==> config.mk <==
export PLATFORM = sky130hd
export DESIGN_NAME = tick_gen
export DESIGN_NICKNAME = d
export VERILOG_FILES = /design/src/rtl/tick_gen.sv
export SDC_FILE = /design/constraint.sdc
export NUM_CORES = 1
export LEC_CHECK = 0
export CORE_ASPECT_RATIO = 0.5
export CORE_MARGIN = 1.5
export CORE_UTILIZATION = 49
export DETAILED_ROUTE_END_ITERATION = 6
export PLACE_DENSITY = 0.72
export RECOVER_POWER = 100
export SETUP_SLACK_MARGIN = 0.4
export SYNTH_ARGS = -nofsm -noshare
export SYNTH_HDL_FRONTEND = slang
export SYNTH_SLANG_ARGS = --single-unit
==> constraint.sdc <==
create_clock -name i_clk -period 2.4 [get_ports i_clk]
set_input_delay 0.36 -clock i_clk [delete_from_list [all_inputs] [get_ports i_clk]]
set_output_delay 0.36 -clock i_clk [all_outputs]
set_load 0.02 [all_outputs]
==> src/rtl/tick_gen.sv <==
// Fractional-N clock-enable generator: phase accumulator producing one-cycle ticks and a
// divided square wave, with a runtime increment that only changes on a tick boundary.
module tick_gen #(
    parameter int unsigned FREQ_MHZ  = 60,
    parameter int unsigned ACC_W     = 24,
    parameter int unsigned INC_RESET = 279620
) (
    input  logic             i_clk,
    input  logic             i_reset,
    input  logic             i_en,
    input  logic             i_phase_clr,
    input  logic             i_cfg_valid,
    input  logic [ACC_W-1:0] i_cfg_inc,
    output logic             o_cfg_ready,
    output logic             o_tick,
    output logic             o_clk_out,
    output logic [ACC_W-1:0] o_inc_cur,
    output logic [15:0]      o_tick_cnt
);

    localparam logic [ACC_W-1:0] INC_RST_V = ACC_W'(INC_RESET);

    if ((ACC_W < 8) || (ACC_W > 32) || (FREQ_MHZ == 0)) begin : g_param_check
        $error("tick_gen: ACC_W must be 8..32 and FREQ_MHZ nonzero");
    end

    logic [ACC_W-1:0] r_acc;
    logic [ACC_W-1:0] r_inc;
    logic [ACC_W-1:0] r_pend_inc;
    logic             r_pend;
    logic             r_tick;
    logic             r_clk_out;
    logic [15:0]      r_tick_cnt;

    logic [ACC_W:0]   w_sum;
    logic             w_carry;
    logic             w_apply;
    logic             w_accept;

    assign w_sum   = {1'b0, r_acc} + {1'b0, r_inc};
    assign w_carry = w_sum[ACC_W];

    // A zero increment never carries, so it must not block a pending update.
    assign w_apply  = r_pend & (i_phase_clr | (i_en & w_carry) | (r_inc == '0));
    assign w_accept = i_cfg_valid & ~r_pend;

    always_ff @(posedge i_clk) begin
        if (i_reset) begin
            r_acc      <= '0;
            r_inc      <= INC_RST_V;
            r_pend_inc <= '0;
            r_pend     <= 1'b0;
            r_tick     <= 1'b0;
            r_clk_out  <= 1'b0;
            r_tick_cnt <= '0;
        end else begin
            if (r_tick) begin
                r_tick_cnt <= r_tick_cnt + 16'd1;
            end

            if (i_phase_clr) begin
                r_acc     <= '0;
                r_tick    <= 1'b0;
                r_clk_out <= 1'b0;
            end else if (i_en) begin
                r_acc     <= w_sum[ACC_W-1:0];
                r_tick    <= w_carry;
                r_clk_out <= w_sum[ACC_W-1];
            end else begin
                r_tick    <= 1'b0;
            end

            // Accept requires pend=0 and apply requires pend=1, so they never coincide.
            if (w_apply) begin
                r_inc  <= r_pend_inc;
                r_pend <= 1'b0;
            end else if (w_accept) begin
                r_pend_inc <= i_cfg_inc;
                r_pend     <= 1'b1;
            end
        end
    end

    assign o_cfg_ready = ~r_pend;
    assign o_tick      = r_tick;
    assign o_clk_out   = r_clk_out;
    assign o_inc_cur   = r_inc;
    assign o_tick_cnt  = r_tick_cnt;

endmodule
==> summary.md, run 1 <==
| Metric | Value |
|---|---|
| Worst path required time | `2.66 ns` |
| Clock slew at the register clock pins of the worst setup and hold paths | `~0.07 ns` |
| GRT Residual Overflow | `0` |
| Core ar. | `9509 um^2` |
| Initial Utilization | `between 50% and 60%` |
| Clk pwr share | `between 40% and 50%` |
| Die area | `10470 um^2` |
| Most frequent cells in the layout | `dfxtp_1 (82), nand2_1 (79), buf_4 (69), nor2_1 (47), dlygate4sd3_1 (44)` |
| # port buffers | `about 70` |
| Static Leak | `2.865 nW` |
| CTS Buffer Depth | `2` |
| Initial antenna violation count | `0` |
| Gate power share | `between 10% and 20%` |
| H-tree Lvls | `3` |
| Antenna Nets Post-Route | `0` |
| Hold-fix buffers, CTS | `0` |
| Hold Path Cell Cnt | `2` |
| Worst reg-to-reg path cell count | `10` |
| Reg2Reg Setup Slack | `~0.035 ns` |
| Crit-path most repeated cell | `a21oi_2` |
| Compound-cell area share of the yosys netlist | `~16%` |
| Synth Flop Type | `dfxtp_1` |
| Net Sw Frac | `about a quarter` |
| Worst Max-Slew Pin Slew | `roughly 1.6 ns` |
| Avg Synthesized Cell Area | `8.711 um^2` |
| Simple-Gate Fraction of Synth Area | `between 20% and 30%` |
| Maximum VDD drop | `about 0.39 mV` |
| Total Wirelength | `about 15000 um` |
| RSZ-0062 raised after global routing | `true` |
| Kind of critical path | `flip-flop to flip-flop` |
| Post-synth EDFFs | `0` |
| Vias in the first global route | `roughly 4200` |
| Clock sinks | `90` |
| Largest family of logic cells by synthesized area | `simple AND/OR/NAND/NOR gates` |
| Final setup TNS | `0 ns` |
| Hold_sp | `r_pend_inc[4]` |
| Status | `finished with violations` |
| Mux share of post-synthesis cell area | `under 10%` |
| Crit path DAT | `~2.6 ns` |
| Final period util | `98.53%` |
| Post-Syn Instances | `roughly 550` |
| Ys Warns | `0` |
| Fin crit period | `about 2.4 ns` |
| WHS Endpoint | `r_pend_inc[4]` |
| Async S/R FF share, synth | `0%` |
| Fmax | `between 0.4 and 0.5 GHz` |
| FF-to-FF Start | `o_inc_cur[13]` |
| Die Y | `73.11 um` |
| DP Worst Slack | `-0.1914 ns` |
| Final Skew | `approximately 0.0062 ns` |
| Net count after synthesis | `~610` |
| Failing checks | `capacitance limit, slew limit` |
| Largest net degree at the start of global routing | `between 90 and 100` |
| # fillers | `671` |
| First-pass GRT wire length | `approximately 22000 um` |
| Crit-path max cell delay | `between 0.3 and 0.4 ns` |
| Worst skew pair latency | `0.34 ns` |
| Area share of fa/ha/maj cells after synthesis | `just under 7%` |
| Top Ports | `a little over 70` |
| Seq/Total Area, Yosys | `a little under two fifths` |
| P_int | `around 2.6 mW` |
| # DRC | `0` |
| Slowest CP cell | `dfxtp_1` |
| CP endpoint kind | `flip-flop` |
| Area grow syn2layout | `44.31%` |
| WL per Instance | `17.55 um` |
| Diodes inserted | `0` |
| Fin. max-slew vios | `a little over 90` |
| Final hold vios | `0` |
| Clock buffer count from CTS | `9` |
| Clock Tree Root | `clkbuf_16` |
| Total power | `3.549 mW` |
| Synth cell types | `58` |
| Post-DP HPWL | `9038 um` |
| Fin nets | `between 700 and 800` |
| Net Sw Power | `0.9041 mW` |
| Starting DRC count in detailed routing | `between 400 and 500` |
| Total GRT Usage | `about a quarter` |
| CP Cell Sequence | `ha_1, a21o_2, a21oi_2, o21ai_1, nor2b_4, o211ai_4, buf_12, a21oi_2, buf_6, mux2i_1` |
| Crit start category | `flip-flop` |
| Flops & latches, synth | `90` |
| Max-Cap Viols | `1` |
| Normalized max-slew margin | `-4.674%` |
| Most common cell after layout, fill and taps aside | `dfxtp_1` |
| Final setup violation count | `0` |
| Placer congestion estimate | `between 0.8 and 0.9` |
| Vias/cell | `~5.5` |
| DRT Pass-1 Iters | `5` |
| CTS tree | `done` |
| Reg power frac | `44.3%` |
| Setup WS post-layout | `around 0.035 ns` |
| Critical-path maximum fanout | `4` |
| Netlist Area Pre-Place | `roughly 4800 um^2` |
| # rows | `25` |
| Reg-to-reg endpoint | `o_inc_cur[4]` |
| Horiz. Die Dim | `143.2 um` |
| Power density cells | `~510 nW/um^2` |
| Post-synthesis xor/xnor area fraction | `about 5.6%` |
| HP Class | `flip-flop to flip-flop` |
| Routed vias | `~4600` |
| Layout cell share with drive strength beyond 1 | `24.26%` |
kinds of logic (layout without fill, tap and decap cells):
group                    count (synthesis)  count (layout)
XOR/XNOR                                31              31
multiplexers                            36              36
AND/OR/NAND/NOR                        217             217
flip-flops                              90              90
adder cells (fa/ha/maj)                 26              26
buffers and inverters                   34             188
AO/OA/AOI/OAI                          119             121
cells in the mapped netlist (2+ instances only):
master / count / area share, %
dfxtp_1: 90 / 37
nand2_1: 79 / 6.2
nor2_1: 48 / 3.7
a21oi_1: 45 / 4.7
mux2i_1: 36 / 7.5
or2b_1: 32 / 5.0
ha_1: 25 / 6.5
o21ai_0: 23 / 2.4
xor2_1: 17 / 3.1
clkbuf_1: 16 / 1.2
xnor2_1: 14 / 2.5
nand3_1: 11 / 1.1
inv_1: 10 / 0.78
nand2b_1: 9 / 1.2
nand4_1: 8 / 1.0
nor4_1: 8 / 1.0
a21o_1: 7 / 1.1
a21oi_2: 6 / 1.1
a211oi_1: 5 / 0.78
o21bai_1: 5 / 0.78
or3_1: 5 / 0.65
and3_1: 4 / 0.52
nor3_1: 4 / 0.42
a31oi_1: 3 / 0.39
o21ai_1: 3 / 0.31
a211oi_2: 2 / 0.52
and4_1: 2 / 0.36
buf_1: 2 / 0.16
buf_12: 2 / 0.83
buf_6: 2 / 0.47
nor2b_1: 2 / 0.26
o211ai_1: 2 / 0.31
routing by layer:
metal	vias up	GRT usage, %	part of all wire [%]
met4	0	6.236	1.7
met3	34	7.021	7.3
met2	166	39.83	44
li1	2231	-	-
met5	-	0	0
met1	2206	38.46	47
worst max-delay path: cells and delay by family, from the launching register on:
| family | cells | cell delay [ns] |
|---|---|---|
| adders and majority gates | 1 | 0.33 |
| AOI/OAI and AO/OA | 5 | 0.83 |
| and+or+nand+nor | 1 | 0.26 |
| muxes | 1 | 0.19 |
| DFF | 1 | 0.37 |
| buffers and inverters | 2 | 0.31 |
stage by stage:
stage          utilization, %  cell area (um^2)  instances  hold WS [ns]
4_1_cts                 70.66              6719        831        0.4528
6_report                73.11              6952        844        0.4504
2_1_floorplan               -              4848        553        0.4291
3_5_place_dp            63.22              6012        793        0.4433
3_3_place_gp            63.22              6012        793        0.4383
5_1_grt                 73.11              6952        844        0.4710
how the worst max path moves through the flow:
stage	from	endpoint	slack, ns
2_1_floorplan	o_inc_cur[0]	o_inc_cur[10]	0.23
3_3_place_gp	r_acc[0]	o_inc_cur[0]	-0.14
3_5_place_dp	r_acc[0]	o_inc_cur[10]	-0.19
4_1_cts	o_inc_cur[0]	o_inc_cur[6]	0.17
5_1_grt	o_inc_cur[13]	o_inc_cur[8]	-0.009
6_report	o_inc_cur[13]	o_inc_cur[4]	0.04
power by group through the flow:
| stage | clock [mW] | combinational (mW) | sequential [mW] |
|---|---|---|---|
| detailed placement | 0 | 0.397 | 1.60 |
| floorplan | 0 | 0.224 | 1.61 |
| finish | 1.51 | 0.467 | 1.57 |
| global placement | 0 | 0.392 | 1.60 |
| CTS | 1.53 | 0.434 | 1.57 |
| global route | 1.60 | 0.500 | 1.57 |
registers in the layout, summed over array words and instances, names as in the netlist:
register	flops
o_tick	1
r_pend	1
o_tick_cnt	16
r_pend_inc	24
o_inc_cur	24
r_acc	24
cell type report:
cell class	count	area [um^2]	area share, %
Timing Repair Buffer	162	1455	20.93
Inverter	10	38.79	0.5580
Multi-Input combinational cell	431	3152	45.34
Clock buffer	11	252.7	3.636
Clock inverter	5	67.56	0.9719
Tap cell	135	168.9	2.430
Sequential cell	90	1817	26.13
repair_timing:
item	CTS	global route
endpoints found under the setup margin	38	45
setup buffers	20	13
resized for setup	46	44
cloned	2	0
pin swaps	34	26
Note: power is estimated with default switching activity, not from simulation.
==> run 2: changes to the inputs <==
Settings changed: TNS_END_PERCENT set to 100.
==> results of run 2 <==
Final layout, timing and power as in run 1 (identical DEF).
